$ cat config.mk
export PLATFORM = sky130hd
export DESIGN_NAME = sprite_renderer
export DESIGN_NICKNAME = d
export VERILOG_FILES = /design/src/rtl/sprite_renderer.sv
export SDC_FILE = /design/constraint.sdc
export NUM_CORES = 1
export LEC_CHECK = 0
export CAP_MARGIN = 20
export CORE_MARGIN = 3
export CORE_UTILIZATION = 55
export DETAILED_ROUTE_END_ITERATION = 10
export PLACE_DENSITY = 0.84
export RECOVER_POWER = 50
export SETUP_SLACK_MARGIN = 0.1
export SYNTH_ARGS = -nofsm -noshare
export SYNTH_HDL_FRONTEND = slang
export SYNTH_HIERARCHICAL = 1
export SYNTH_SLANG_ARGS = --single-unit
$ cat constraint.sdc
create_clock -name clk_i -period 2.75 [get_ports clk_i]
set_input_delay 0.55 -clock clk_i [delete_from_list [all_inputs] [get_ports clk_i]]
set_output_delay 0.55 -clock clk_i [all_outputs]
set_load 0.005 [all_outputs]
$ cat src/rtl/sprite_renderer.sv
// Sprite/separator renderer: snapshots sprite state each frame, hit-tests the VGA
// pixel stream in two stages and reports ball-vs-paddle overlap per frame.
package sprite_pkg;
   localparam int X_POS_W              = 10;
   localparam int Y_POS_W              = 10;
   localparam int H_RES                = 640;
   localparam int N_SPRITES            = 3;
   localparam int SEPARATOR_WIDTH      = 6;
   localparam int SEPARATOR_DOT_HEIGHT = 18;

   typedef struct packed {
      logic [X_POS_W-1:0] x_pos;
      logic [Y_POS_W-1:0] y_pos;
      logic [X_POS_W-1:0] right;
      logic [Y_POS_W-1:0] bottom;
   } sprite_t;
endpackage

module sprite_hit
   import sprite_pkg::*;
(
   input  sprite_t            spr,
   input  logic [X_POS_W-1:0] x,
   input  logic [Y_POS_W-1:0] y,
   output logic               hit
);
   // Half-open box; a degenerate box (right <= x_pos or bottom <= y_pos) never matches.
   assign hit = (x >= spr.x_pos) && (x < spr.right) && (y >= spr.y_pos) && (y < spr.bottom);
endmodule

module sprite_renderer
   import sprite_pkg::*;
#(
   parameter int                 N_SPR     = N_SPRITES,
   parameter int                 COLOR_W   = 12,
   parameter logic [COLOR_W-1:0] FG_COLOR  = 12'hFFF,
   parameter logic [COLOR_W-1:0] BG_COLOR  = 12'h000,
   parameter int                 SEP_WIDTH = SEPARATOR_WIDTH,
   parameter int                 SEP_DOT_H = SEPARATOR_DOT_HEIGHT
) (
   input  logic                 clk_i,
   input  logic                 rst_i,
   input  sprite_t [N_SPR-1:0]  sprites_i,
   input  logic                 frame_start_i,
   input  logic [X_POS_W-1:0]   x_i,
   input  logic [Y_POS_W-1:0]   y_i,
   input  logic                 visible_i,
   input  logic                 hsync_i,
   input  logic                 vsync_i,
   output logic [COLOR_W-1:0]   rgb_o,
   output logic                 hsync_o,
   output logic                 vsync_o,
   output logic [1:0]           collision_o,
   output logic                 collision_valid_o
);
   localparam int BALL  = 2;
   localparam int CNT_W = $clog2(SEP_DOT_H);
   localparam logic [X_POS_W-1:0] SEP_LO = X_POS_W'(H_RES/2 - SEP_WIDTH/2);
   localparam logic [X_POS_W-1:0] SEP_HI = X_POS_W'(H_RES/2 + SEP_WIDTH/2);

   sprite_t [N_SPR-1:0] shadow;
   logic    [N_SPR-1:0] hit0, hit1;
   logic                sep1, vis1, hs1, vs1;
   logic    [1:0]       acc, contrib;

   logic [Y_POS_W-1:0] prev_y;
   logic [CNT_W-1:0]   dot_cnt, dot_cnt_cur;
   logic               band_odd, band_odd_cur;

   for (genvar i = 0; i < N_SPR; i++) begin : g_hit
      sprite_hit u_hit (.spr(shadow[i]), .x(x_i), .y(y_i), .hit(hit0[i]));
   end

   // Row-band tracker: advances once per new row, restarts at y = 0.
   always_comb begin
      dot_cnt_cur  = dot_cnt;
      band_odd_cur = band_odd;
      if (y_i == '0) begin
         dot_cnt_cur  = '0;
         band_odd_cur = 1'b0;
      end else if (y_i != prev_y) begin
         if (dot_cnt == CNT_W'(SEP_DOT_H - 1)) begin
            dot_cnt_cur  = '0;
            band_odd_cur = ~band_odd;
         end else begin
            dot_cnt_cur = dot_cnt + 1'b1;
         end
      end
   end

   assign contrib = {vis1 & hit1[BALL] & hit1[1], vis1 & hit1[BALL] & hit1[0]};

   always_ff @(posedge clk_i) begin
      if (rst_i) begin
         shadow            <= '0;
         prev_y            <= '0;
         dot_cnt           <= '0;
         band_odd          <= 1'b0;
         hit1              <= '0;
         sep1              <= 1'b0;
         vis1              <= 1'b0;
         hs1               <= 1'b0;
         vs1               <= 1'b0;
         rgb_o             <= BG_COLOR;
         hsync_o           <= 1'b0;
         vsync_o           <= 1'b0;
         acc               <= '0;
         collision_o       <= '0;
         collision_valid_o <= 1'b0;
      end else begin
         if (frame_start_i) shadow <= sprites_i;
         prev_y   <= y_i;
         dot_cnt  <= dot_cnt_cur;
         band_odd <= band_odd_cur;

         hit1 <= hit0;
         sep1 <= (x_i >= SEP_LO) && (x_i < SEP_HI) && !band_odd_cur;
         vis1 <= visible_i;
         hs1  <= hsync_i;
         vs1  <= vsync_i;

         rgb_o   <= (vis1 && ((|hit1) || sep1)) ? FG_COLOR : BG_COLOR;
         hsync_o <= hs1;
         vsync_o <= vs1;

         // Stage-1 contributions present on the boundary cycle close out the old frame.
         if (frame_start_i) begin
            collision_o       <= acc | contrib;
            collision_valid_o <= 1'b1;
            acc               <= '0;
         end else begin
            acc               <= acc | contrib;
            collision_valid_o <= 1'b0;
         end
      end
   end
endmodule
Word-level counts from Yosys, hierarchy flattened
Cells that the tools add are included.
{"block": "op_classes", "addsub": 1, "order_cmp": 14, "eq_ne": 2, "mux": 6, "bitwise": 5, "reduce_logical": 18}
{"operator": "$ge A10 B10 Y1", "count": 6}
{"operator": "$lt A10 B10 Y1", "count": 6}
{"operator": "$logic_and A1 B1 Y1", "count": 12}
{"operator": "$mux W12", "count": 1}
{"operator": "$ge A10 B9 Y1 const B", "count": 1}
{"operator": "$logic_not A10 Y1", "count": 1}
{"operator": "$lt A10 B9 Y1 const B", "count": 1}
{"operator": "$ne A10 B10 Y1", "count": 1}
{"operator": "$add A5 B1 Y5 const B", "count": 1}
{"operator": "$eq A5 B5 Y1 const B", "count": 1}
{"operator": "$mux W5", "count": 1}
{"operator": "$mux W1", "count": 4}
{"operator": "$reduce_or A2 Y1", "count": 2}
{"operator": "$and A1 B1 Y1", "count": 3}
{"operator": "$reduce_or A3 Y1", "count": 1}
{"operator": "$or A2 B2 Y2", "count": 1}
{"operator": "$logic_not A1 Y1", "count": 1}
{"operator": "$logic_or A1 B1 Y1", "count": 1}
{"operator": "$not A1 Y1", "count": 1}
{"block": "word_totals", "ff_bits": 162, "in_bits": 146, "output_inout_bits": 17, "word_cells": 72}

Logic depth before layout (Yosys ltp)
{"block": "depth", "depth_word": 6, "ltp_mapped": 8, "depth_no_buf": 8}

By module
The synthesis kept the hierarchy.
{"mod": "sprite_renderer", "instances": 1, "cells_per_inst": 518, "area_per_inst_um2": 5520.3, "seq_area_each_um2": 3022.9}
{"mod": "sprite_hit (g_hit[0].u_hit ...)", "instances": 2, "cells_per_inst": 128, "area_per_inst_um2": 942.2, "seq_area_each_um2": 0.0}
{"mod": "sprite_hit (g_hit[1].u_hit)", "instances": 1, "cells_per_inst": 128, "area_per_inst_um2": 940.9, "seq_area_each_um2": 0.0}

Least setup slack after synthesis
Ideal clock, no wire load.
{"block": "synth_path", "path_kind": "input to register", "from": "in y_i[7]", "to": "reg hit1[0]", "setup_ps": 67, "t_arrival_ps": 1980, "setup_slack_ps": 703, "path_stages": 7, "n_path_buf": 0, "path_cell_list": "ha_1 a211oi_2 o22a_1 o31ai_1 or4_1 nor4_2 nor2b_1"}
{"block": "synth_between", "elab_chain_len": 3, "word_cells_on_any_way": 4, "cone_classes": "order compare (2); reduce/logical (2)"}
{"item": "from (decl)", "line": "46", "source": "input logic [Y_POS_W-1:0] y_i,"}
{"item": "$ge A10 B10 Y1", "line": "28", "source": "assign hit = (x >= spr.x_pos) && (x < spr.right) && (y >= spr.y_pos) && (y < spr.bottom);"}
{"item": "$logic_and A1 B1 Y1", "line": "28"}
{"item": "$logic_and A1 B1 Y1 (*)", "line": "28"}
{"item": "via hit0[0]", "line": "62", "source": "logic [N_SPR-1:0] hit0, hit1;"}
{"item": "to (signal assigned)", "line": "116", "source": "hit1 <= hit0;"}
{"item": "to (decl)", "line": "62"}
Mark *: on every way through the listed nets, which the timed path passes. The rest lies on a longest branch.
A chain may end at the register's enable or synchronous reset.

Worst setup path in the final report
{"block": "layout_path", "from": "in x_i[6]", "to": "reg hit1[1]"}
{"block": "layout_between", "elab_chain_len": 4, "word_cells_on_any_way": 5, "cone_classes": "order compare (2); reduce/logical (3)"}
{"item": "from (decl)", "line": "45", "source": "input logic [X_POS_W-1:0] x_i,"}
{"item": "$ge A10 B10 Y1 / $lt A10 B10 Y1 (equally long branches)", "line": "28"}
{"item": "$logic_and A1 B1 Y1 (*) (3 in series)", "line": "28"}
{"item": "via hit0[1]", "line": "62"}
Marked as above.

==> impl_metrics.py <==
metrics = {
    "floorplan": {
        "io_pins": 163,
        "row_count": 44,
        "dieHeight_um": 129.2,
        "core-area_um2": 14700,
        "start_util_pct": 56.78,
        "die_area_um2": 16690,
        "die_w_um": 129.2,
    },
    "detailed_routing": {
        "route.met2.wl_um": 10110,
        "vias": 6950,
        "first_pass_iters": 5,
        "top_layer_used": "met4",
        "drt_iter0_drc": 415,
        "routedWlPerCell_um": 17.03,
        "final_antenna_net_count": 0,
        "avgViaCountPerCell": 5.494,
        "finalWirelength_um": 21550,
        "wl_met3_um": 1579,
        "drc": 0,
        "wl_met1_um": 9067,
    },
    "clocking": {
        "clock_latency_ns": 0.43,
        "clk_path_buf_depth": 2,
        "post_cts_resized": 0,
        "cts_htree_levels": 4,
        "cts_made_buffers": 17,
        "cts_tree": "built",
        "numClockSinks": 151,
        "hold_buffers": 0,
        "root_buffer": "clkbuf_16",
        "postCtsSetupBuffers": 0,
        "clk_pin_slew_ns": 0.06,
    },
    "outcome": {
        "outcome": "finished, violations left",
        "violations": "max-capacitance violations, max-slew violations",
    },
    "min_path": {
        "hp-start": "vs1",
        "min_to": "vsync_o",
        "whs_path_depth": 1,
        "worstHoldPathType": "flop to flop",
    },
    "sta": {
        "setup_tns_ns": 0,
        "worst_clock_skew_ns": 0.01154,
        "worst_pin_slew_ns": 1.935,
        "drv_slew": 122,
        "clock.fmax_mhz": 405.5,
        "slew_headroom_pct": -29.02,
        "period_needed_ns": 2.466,
        "fin_crit_sh_pct": 89.68,
        "finalHoldViolCount": 0,
        "setup_viol": 0,
        "rsz0062_at_grt": "false",
    },
    "power_and_ir_drop": {
        "intPower_mw": 4.246,
        "seqPwrFrac_pct": 41.6,
        "combPwrFrac_pct": 18.7,
        "clkPwrFrac_pct": 39.7,
        "switchingPower_mw": 1.487,
        "power_density_nw_per_um2": 529.1,
        "power.leakage_nw": 4.750,
        "vdd_drop_max_v": 0.0005209,
        "switching_share_pct": 25.94,
    },
    "placed_design": {
        "dp_hpwl_um": 15530,
        "place.gp.congestion": 0.8764,
        "numPortBuffers": 162,
        "place_inst": 1233,
    },
    "cells_and_area": {
        "num_antenna_cells": 0,
        "layout_common_cells": "clkdlybuf4s50_1 (160), dfxtp_1 (151), nor2_1 (137)",
        "num-nets-final": 1330,
        "layout-drive-gt1-share_pct": 7.216,
        "layout_commonest_cell": "clkdlybuf4s50_1",
        "syn_to_final_growth_pct": 29.84,
        "instances_no_fill": 1265,
    },
    "run": {
        "drv_cap": 2,
    },
    "yosys": {
        "synth.area.top_cells": "dfxtp_1 (36%), ha_1 (17%), mux2i_1 (15%)",
        "synth-seq-area-share_pct": 36.22,
        "ys.flop_type": "dfxtp_1",
        "synth_area_um2": 8346,
        "synth_cell_types": 43,
        "synth-seq-cells": 151,
        "synth-warning-count": 6,
        "synth_top_area_share_pct": 36.22,
        "syn_inst": 902,
        "async_flop_share_pct": 0,
        "synth-edff-count": 0,
        "synth_top_area_cell": "dfxtp_1",
        "synth_fp_nets": 1164,
        "syn_area_per_cell_um2": 9.252,
    },
    "setup_path": {
        "critPathLaunchType": "input port",
        "reg2reg_slack_ns": 0.68,
        "rr_worst_depth": 8,
        "cp.required_ns": 3.08,
        "path_class": "input port to flop",
        "r2r_start": "shadow[7]",
        "r2r-end": "hit1[0]",
        "cp.arrival_ns": 2.80,
        "worstSetupEndpointType": "flop",
        "cp_max_fo": 6,
    },
    "grt": {
        "grt_pass1_vias": 7134,
        "antenna_found_initial": 0,
        "grt_pass1_wl_um": 34270,
        "grt_overflow_total": 0,
        "grt_use_total_pct": 26.39,
        "grt_start_max_net_pins": 79,
    },
}
sequential cells by signal, summed over array words and instances, names as in the netlist:
name               cells
hsync_o                1
vis1                   1
hs1                    1
hit1                   3
shadow               120
vs1                    1
band_odd               1
acc                    2
prev_y                10
dot_cnt                5
sep1                   1
rgb_o                  1
vsync_o                1
collision_o            2
collision_valid_o      1
kinds of logic after synthesis:
logic type	after synthesis	share of synthesized area [%]
flip-flops	151	36.22
AO/OA/AOI/OAI	93	7.631
XOR/XNOR	10	1.050
buffers and inverters	159	7.871
multiplexers	124	14.93
adder cells (fa/ha/maj)	116	17.39
AND/OR/NAND/NOR	249	14.90
cell type report:
| cell class | instances | area (µm²) |
|---|---|---|
| Clock buffer | 19 | 452.9 |
| Clock inverter | 13 | 128.9 |
| Fill cell | 1037 | 3864 |
| Inverter | 117 | 439.2 |
| Multi-Input combinational cell | 592 | 4666 |
| Sequential cell | 151 | 3023 |
| Tap cell | 184 | 230.2 |
| Timing Repair Buffer | 189 | 1896 |
worst max-delay path, cell delays in order:
cell	delay, ns
clkdlybuf4s50_1	0.63
ha_1	0.33
a211oi_2	0.22
o22a_1	0.18
o41ai_1	0.07
or4_1	0.43
nor4_2	0.22
nor2b_1	0.16
per-layer routing:
layer | vias to the layer above | GRT usage [%]
met5 | - | 0
met4 | 0 | 12.85
li1 | 3411 | -
met3 | 61 | 7.172
met2 | 272 | 43.38
met1 | 3206 | 31.99
synthesized netlist by cell type, types with 4 or more instances:
cell type,number
ha_1,116
a211oi_1,14
buf_4,11
dfxtp_1,151
a21oi_1,30
xor2_1,8
nor2_1,137
nor3_1,15
nand2b_1,13
o21ai_0,13
a211oi_2,7
nor3b_1,7
nand2_1,19
clkbuf_1,12
nand4_1,15
a41oi_1,7
inv_1,117
buf_1,4
nor2b_1,17
a21o_1,6
mux2i_1,123
buf_2,15
nor4_1,7
power groups by stage:
stage          Sequential [mW]  Combinational (mW)  Clock [mW]
6_report                  2.39                1.07        2.28
5_1_grt                   2.40                1.19        2.40
4_1_cts                   2.38                1.07        2.31
3_5_place_dp              2.43                1.05           0
3_3_place_gp              2.42                1.01           0
2_1_floorplan             2.41               0.594           0
stage by stage:
stage	worst slack [ns]	hold slack (ns)	instance area [µm²]	util, %	total power, mW
finish	0.2838	0.4358	10840	73.71	5.733
detailed placement	-0.1104	0.4292	10270	69.86	3.479
global placement	-0.01260	0.4293	10270	69.86	3.433
CTS	0.2973	0.4427	10850	73.82	5.766
global route	0.1181	0.4635	10840	73.71	5.989
floorplan	0.7034	0.4138	8346	-	3.002
how the worst max path moves through the flow:
stage	start	to	cells after the start
floorplan	y_i[7]	hit1[0]	7
global placement	y_i[7]	hit1[2]	8
detailed placement	y_i[7]	hit1[1]	8
CTS	y_i[7]	hit1[0]	8
global route	rst_i	shadow[21]	3
finish	x_i[6]	hit1[1]	8
No activity file was read; power rests on OpenSTA's default activity.
